## config.mk

```make
export PLATFORM = sky130hd
export DESIGN_NAME = clk_gen_multi
export DESIGN_NICKNAME = d
export VERILOG_FILES = /design/src/rtl/clk_gen_pkg.sv /design/src/rtl/clk_gen_chan.sv /design/src/rtl/clk_gen_multi.sv
export SDC_FILE = /design/constraint.sdc
export NUM_CORES = 1
export LEC_CHECK = 0
export CORE_ASPECT_RATIO = 1.5
export CORE_MARGIN = 10
export CORE_UTILIZATION = 41
export CTS_CLUSTER_SIZE = 40
export DETAILED_ROUTE_END_ITERATION = 10
export SYNTH_ARGS = -nofsm -noshare
export SYNTH_HDL_FRONTEND = slang
export SYNTH_HIERARCHICAL = 1
export SYNTH_SLANG_ARGS = --single-unit
```

## constraint.sdc

```tcl
create_clock -name clk -period 5.67 [get_ports clk]
set_input_delay 0.567 -clock clk [delete_from_list [all_inputs] [get_ports clk]]
set_output_delay 0.567 -clock clk [all_outputs]
set_load 0.05 [all_outputs]
```

## src/rtl/clk_gen_pkg.sv

```systemverilog
// ============================================================================
// Module      : clk_gen_pkg
// Description : Shared defaults and channel state encoding for clk_gen_multi.
// Revision    : 1.0 - initial release
// ============================================================================
`default_nettype none

package clk_gen_pkg;

    localparam int NCH_DEF = 4;
    localparam int W_DEF   = 16;
    localparam int P_MIN   = 2;
    localparam int H_RESET = 1;

    typedef enum logic [0:0] {
        IDLE = 1'b0,
        RUN  = 1'b1
    } chan_state_t;

endpackage

`default_nettype wire

```

## src/rtl/clk_gen_chan.sv

```systemverilog
// ============================================================================
// Module      : clk_gen_chan
// Description : One programmable clock divider channel with shadowed
//               period/high-time; optional sync input under
//               CLK_GEN_PHASE_SYNC_EN.
// Revision    : 1.0 - initial release
// ============================================================================
`default_nettype none

module clk_gen_chan
    import clk_gen_pkg::*;
#(
    parameter int W = W_DEF
) (
    input  logic         clk,
    input  logic         rst_n,
    input  logic         en,
    input  logic         load,
    input  logic [W-1:0] period,
    input  logic [W-1:0] high,
`ifdef CLK_GEN_PHASE_SYNC_EN
    input  logic         sync,
`endif
    output logic         clk_out,
    output logic         tick
);

    chan_state_t  r_state;
    chan_state_t  w_state_nxt;
    logic [W-1:0] r_cnt,  w_cnt_nxt;
    logic [W-1:0] r_pa,   w_pa_nxt;
    logic [W-1:0] r_ha,   w_ha_nxt;
    logic [W-1:0] r_ps,   r_hs;
    logic         r_pend, w_pend_nxt;
    logic         r_clk_out, r_tick;
    logic [W-1:0] w_ps_eff, w_hs_eff, w_pa_new, w_ha_new;
    logic         w_wrap, w_realign, w_run_nxt;

`ifdef CLK_GEN_PHASE_SYNC_EN
    assign w_realign = sync;
`else
    assign w_realign = 1'b0;
`endif

    // A load in the current cycle is visible to any copy made at this edge.
    assign w_ps_eff = load ? period : r_ps;
    assign w_hs_eff = load ? high   : r_hs;
    assign w_pa_new = (w_ps_eff < W'(P_MIN)) ? W'(P_MIN) : w_ps_eff;
    assign w_ha_new = (w_hs_eff > w_pa_new) ? w_pa_new : w_hs_eff;
    assign w_wrap   = (r_cnt == r_pa - W'(1));

    always_comb begin
        w_state_nxt = r_state;
        w_cnt_nxt   = r_cnt;
        w_pa_nxt    = r_pa;
        w_ha_nxt    = r_ha;
        w_pend_nxt  = r_pend;
        case (r_state)
            IDLE: begin
                w_cnt_nxt  = '0;
                w_pa_nxt   = w_pa_new;
                w_ha_nxt   = w_ha_new;
                w_pend_nxt = 1'b0;
                if (en) begin
                    w_state_nxt = RUN;
                end
            end
            RUN: begin
                if (!en) begin
                    w_state_nxt = IDLE;
                    w_cnt_nxt   = '0;
                    w_pa_nxt    = w_pa_new;
                    w_ha_nxt    = w_ha_new;
                    w_pend_nxt  = 1'b0;
                end else if (w_wrap || w_realign) begin
                    // Shadow is only promoted at a period boundary: no runt pulses.
                    w_cnt_nxt  = '0;
                    w_pend_nxt = 1'b0;
                    if (r_pend || load) begin
                        w_pa_nxt = w_pa_new;
                        w_ha_nxt = w_ha_new;
                    end
                end else begin
                    w_cnt_nxt = r_cnt + W'(1);
                    if (load) begin
                        w_pend_nxt = 1'b1;
                    end
                end
            end
            default: begin
                w_state_nxt = IDLE;
            end
        endcase
    end

    assign w_run_nxt = (w_state_nxt == RUN);

    always_ff @(posedge clk or negedge rst_n) begin
        if (!rst_n) begin
            r_state   <= IDLE;
            r_cnt     <= '0;
            r_pa      <= W'(P_MIN);
            r_ha      <= W'(H_RESET);
            r_ps      <= W'(P_MIN);
            r_hs      <= W'(H_RESET);
            r_pend    <= 1'b0;
            r_clk_out <= 1'b0;
            r_tick    <= 1'b0;
        end else begin
            r_state   <= w_state_nxt;
            r_cnt     <= w_cnt_nxt;
            r_pa      <= w_pa_nxt;
            r_ha      <= w_ha_nxt;
            r_ps      <= w_ps_eff;
            r_hs      <= w_hs_eff;
            r_pend    <= w_pend_nxt;
            r_clk_out <= w_run_nxt && (w_cnt_nxt < w_ha_nxt);
            r_tick    <= w_run_nxt && (w_cnt_nxt == w_pa_nxt - W'(1));
        end
    end

    assign clk_out = r_clk_out;
    assign tick    = r_tick;

endmodule

`default_nettype wire

```

## src/rtl/clk_gen_multi.sv

```systemverilog
// ============================================================================
// Module      : clk_gen_multi
// Description : NCH independent programmable clock dividers. Defining
//               CLK_GEN_PHASE_SYNC_EN adds a sync input that realigns all
//               running channels.
// Revision    : 1.0 - initial release
// ============================================================================
`default_nettype none

module clk_gen_multi
    import clk_gen_pkg::*;
#(
    parameter int NCH = NCH_DEF,
    parameter int W   = W_DEF
) (
    input  logic             clk,
    input  logic             rst_n,
    input  logic [NCH-1:0]   en,
    input  logic [NCH-1:0]   load,
    input  logic [NCH*W-1:0] period,
    input  logic [NCH*W-1:0] high,
`ifdef CLK_GEN_PHASE_SYNC_EN
    input  logic             sync,
`endif
    output logic [NCH-1:0]   clk_out,
    output logic [NCH-1:0]   tick
);

    for (genvar i = 0; i < NCH; i++) begin : g_chan
        clk_gen_chan #(
            .W(W)
        ) u_chan (
            .clk    (clk),
            .rst_n  (rst_n),
            .en     (en[i]),
            .load   (load[i]),
            .period (period[i*W +: W]),
            .high   (high[i*W +: W]),
`ifdef CLK_GEN_PHASE_SYNC_EN
            .sync   (sync),
`endif
            .clk_out(clk_out[i]),
            .tick   (tick[i])
        );
    end

endmodule

`default_nettype wire

```

==> out/metrics.cfg <==
[run_status]
status = finished, violations left
violations = negative hold slack

[placed_design]
place.gp.congestion = 0.979
dp_hpwl_um = 61000
place_ws_ns = -0.497
io_buffers = 145

[sta]
worst_pin_slew_ns = 1.01
hold_ws_ns = -0.0453
fin_tns_setup_ns = 0
rsz0062_at_grt = yes
setup_slack_ns = 0.228
fin_skew_ns = 0.0236
finalHoldViolations = 7
setup_viol = 0
period_share = 0.960
fin_crit_ns = 5.44
slew_headroom = 0.310
slew_violations = 0
fmax_mhz = 184

[synth]
yosysSeqAreaShare = 0.356
netlist_top_cells_area = dfrtp_1, ha_1, nor2_1
yosys_warnings = 6
synthMuxAreaShare = 0.0950
synth_top_area_cell = dfrtp_1
synthTopCellsByCount = nor2_1, dfrtp_1, a21oi_1
synth_area_um2 = 23700
syn-num-nets = 2908
synthArstFlopShare = 1.00
synth-compound-area-share = 0.133
synth_fa_ha_area_frac = 0.0719
synth_top_family_by_area = simple AND/OR/NAND/NOR gates
ys_seq_elements = 336
yosysMostFrequentCell = nor2_1
avgSynthCellArea_um2 = 8.98
synthCells = 2634
synth-edff-count = 0
synthFlopType = dfrtp_1
netlist.area_leader.share = 0.338
synth_cell_types = 96
synthXorXnorAreaFrac = 0.0669
yosys.area_share.simple = 0.229

[routing]
drtIter0Drc = 1265
dr.pass1.iters = 5
ant_nets = 0
routed_wl_um = 77600
via_per_inst = 5.71
vias = 20800
drc = 0
post_drt_wl_per_cell_um = 21.3

[floorplanning]
ios = 146
dieWidth_um = 216
rows = 107
dieArea_um2 = 67900
initial_utilization = 0.415
core_um2 = 57000
die_y_um = 314

[clock_network]
numCtsBuffers = 38
cts_max_level = 2
cts_setup_buffers = 0
cts_tree = yes
clkSinkCount = 336
cts_buffer_depth = 3
cts_root_buffer = clkbuf_16
worstSkewPairLatency_ns = 0.57
path_clk_slew_ns = 0.06

[critical_path]
endpoint_kind = flip-flop
worst_ep_arrival_time_ns = 5.95
crit_fanout = 9
critPathKind = reg2reg
crit_required_ns = 6.17
startpoint_type = flip-flop

[finish]
antenna_cells = 0
final_nets = 3124
areaGrowthSynthToFinish_pct = 18.6
drive_above_1_share = 0.162

[grt]
grt_usage = 0.225
grt-ovfl-total = 0
grt_pass1_vias = 21700
grt_max_degree = 156
antenna_found_initial = 0
grt_pass1_wl_um = 122000

[pwr]
ir_drop_mv = 0.244
powerDensity_nw_per_um2 = 268
p_leak_nw = 12.3

[hold_path]
hold_class = in2async

[job]
drv_cap = 0

[worst max-delay path, cell delays in order (launching register included)]
cell,delay [ns]
dfrtp_1,0.48
or4_1,0.71
or4_4,0.52
and4b_1,0.24
a311oi_4,0.38
nor4_4,0.11
nand2b_4,0.18
buf_4,0.17
o21ai_0,0.22
ha_1,0.28
nand3_1,0.13
buf_4,0.17
nor3_1,0.18
xnor3_1,0.17
o21ai_0,0.11
a2111oi_2,0.44
o2111ai_1,0.25
a2111oi_2,0.44
buf_4,0.18
[cells by family after synthesis]
logic type | count (synthesis)
flip-flops | 336
multiplexers | 210
buffers and inverters | 261
XOR/XNOR | 176
AO/OA/AOI/OAI | 485
adder cells (fa/ha/maj) | 136
AND/OR/NAND/NOR | 1030
[routing by layer]
metal	global-route usage	routed length [µm]	vias to the layer above	part of all wire
met5	0	0	-	0
met1	0.254	30600	10100	0.39
met4	0.116	4190	0	0.054
met2	0.402	39300	573	0.51
met3	0.0327	3430	214	0.044
li1	-	-	9857	-
[what timing repair did]
action	4_1_cts	5_1_grt
pin swaps	0	2
resized for setup	2	9
endpoints found under the setup margin	1	3
hold buffers	0	0
[cell usage in the layout, fill, tap and decap left out, types with 41 or more instances in the layout]
| master | count |
|---|---|
| dfrtp_1 | 320 |
| nand4_1 | 50 |
| inv_1 | 122 |
| mux2_2 | 106 |
| o21ai_0 | 74 |
| nand2_1 | 82 |
| mux2i_1 | 100 |
| ha_1 | 136 |
| a21oi_1 | 169 |
| nor4_1 | 41 |
| nor2_1 | 382 |
| clkdlybuf4s50_1 | 140 |
| nand3_1 | 70 |
| xor2_1 | 79 |
| buf_4 | 166 |
| or3_1 | 44 |
| xnor2_1 | 94 |
| nor3_1 | 88 |
| or2_2 | 47 |
[through the flow]
stage	hold WS (ns)	util	total power [mW]	instance area, µm²	cells
after floorplan	0.271	-	4.14	23700	2634
after global placement	0.474	0.469	4.90	26700	3573
after detailed placement	0.483	0.469	4.96	26700	3573
after CTS	0.0258	0.491	7.60	28000	3639
after global routing	0.0385	0.492	7.94	28100	3639
final	-0.0453	0.492	7.52	28100	3639
[registers in the layout, summed over array words and instances, names as in the netlist]
name,cells
g_chan.u_chan/r_cnt,64
g_chan.u_chan/r_ha,64
g_chan.u_chan/r_hs,64
g_chan.u_chan/r_pa,64
g_chan.u_chan/r_ps,64
g_chan.u_chan/clk_out,4
g_chan.u_chan/r_pend,4
g_chan.u_chan/r_state,4
g_chan.u_chan/tick,4
[cell type report]
| class | count | area [µm²] |
|---|---|---|
| Inverter | 122 | 458 |
| Sequential cell | 336 | 8430 |
| Tap cell | 763 | 955 |
| Clock inverter | 10 | 170 |
| Fill cell | 5487 | 29000 |
| Clock buffer | 56 | 1110 |
| Multi-Input combinational cell | 2037 | 14200 |
| Timing Repair Buffer | 315 | 2760 |
[where the power goes]
group	switching (mW)	internal [mW]	total [mW]	leakage (nW)
Combinational	1.17	0.899	2.07	7.67
Sequential	0.191	2.67	2.87	4.03
Clock	1.05	1.54	2.59	0.620
[worst paths after layout]
check,startpoint,end,slack (ns),depth (start not counted)
hold / removal,rst_n,g_chan[1].u_chan/r_ha[10]$_DFF_PN0_,-0.05,1
max in group asynchronous,rst_n,g_chan[2].u_chan/r_hs[13]$_DFF_PN0_,4.23,2
setup / recovery,g_chan[1].u_chan/r_pa[6]$_DFF_PN0_,g_chan[1].u_chan/tick$_DFF_PN0_,0.23,18
setup reg to reg,g_chan[1].u_chan/r_pa[6]$_DFF_PN0_,g_chan[1].u_chan/tick$_DFF_PN0_,0.23,18
hold reg to reg,g_chan[1].u_chan/r_ha[12]$_DFF_PN0_,g_chan[1].u_chan/r_ha[12]$_DFF_PN0_,0.49,2
min in group clk,g_chan[1].u_chan/r_ha[12]$_DFF_PN0_,g_chan[1].u_chan/r_ha[12]$_DFF_PN0_,0.49,2
No activity file was read; power rests on OpenSTA's default activity.
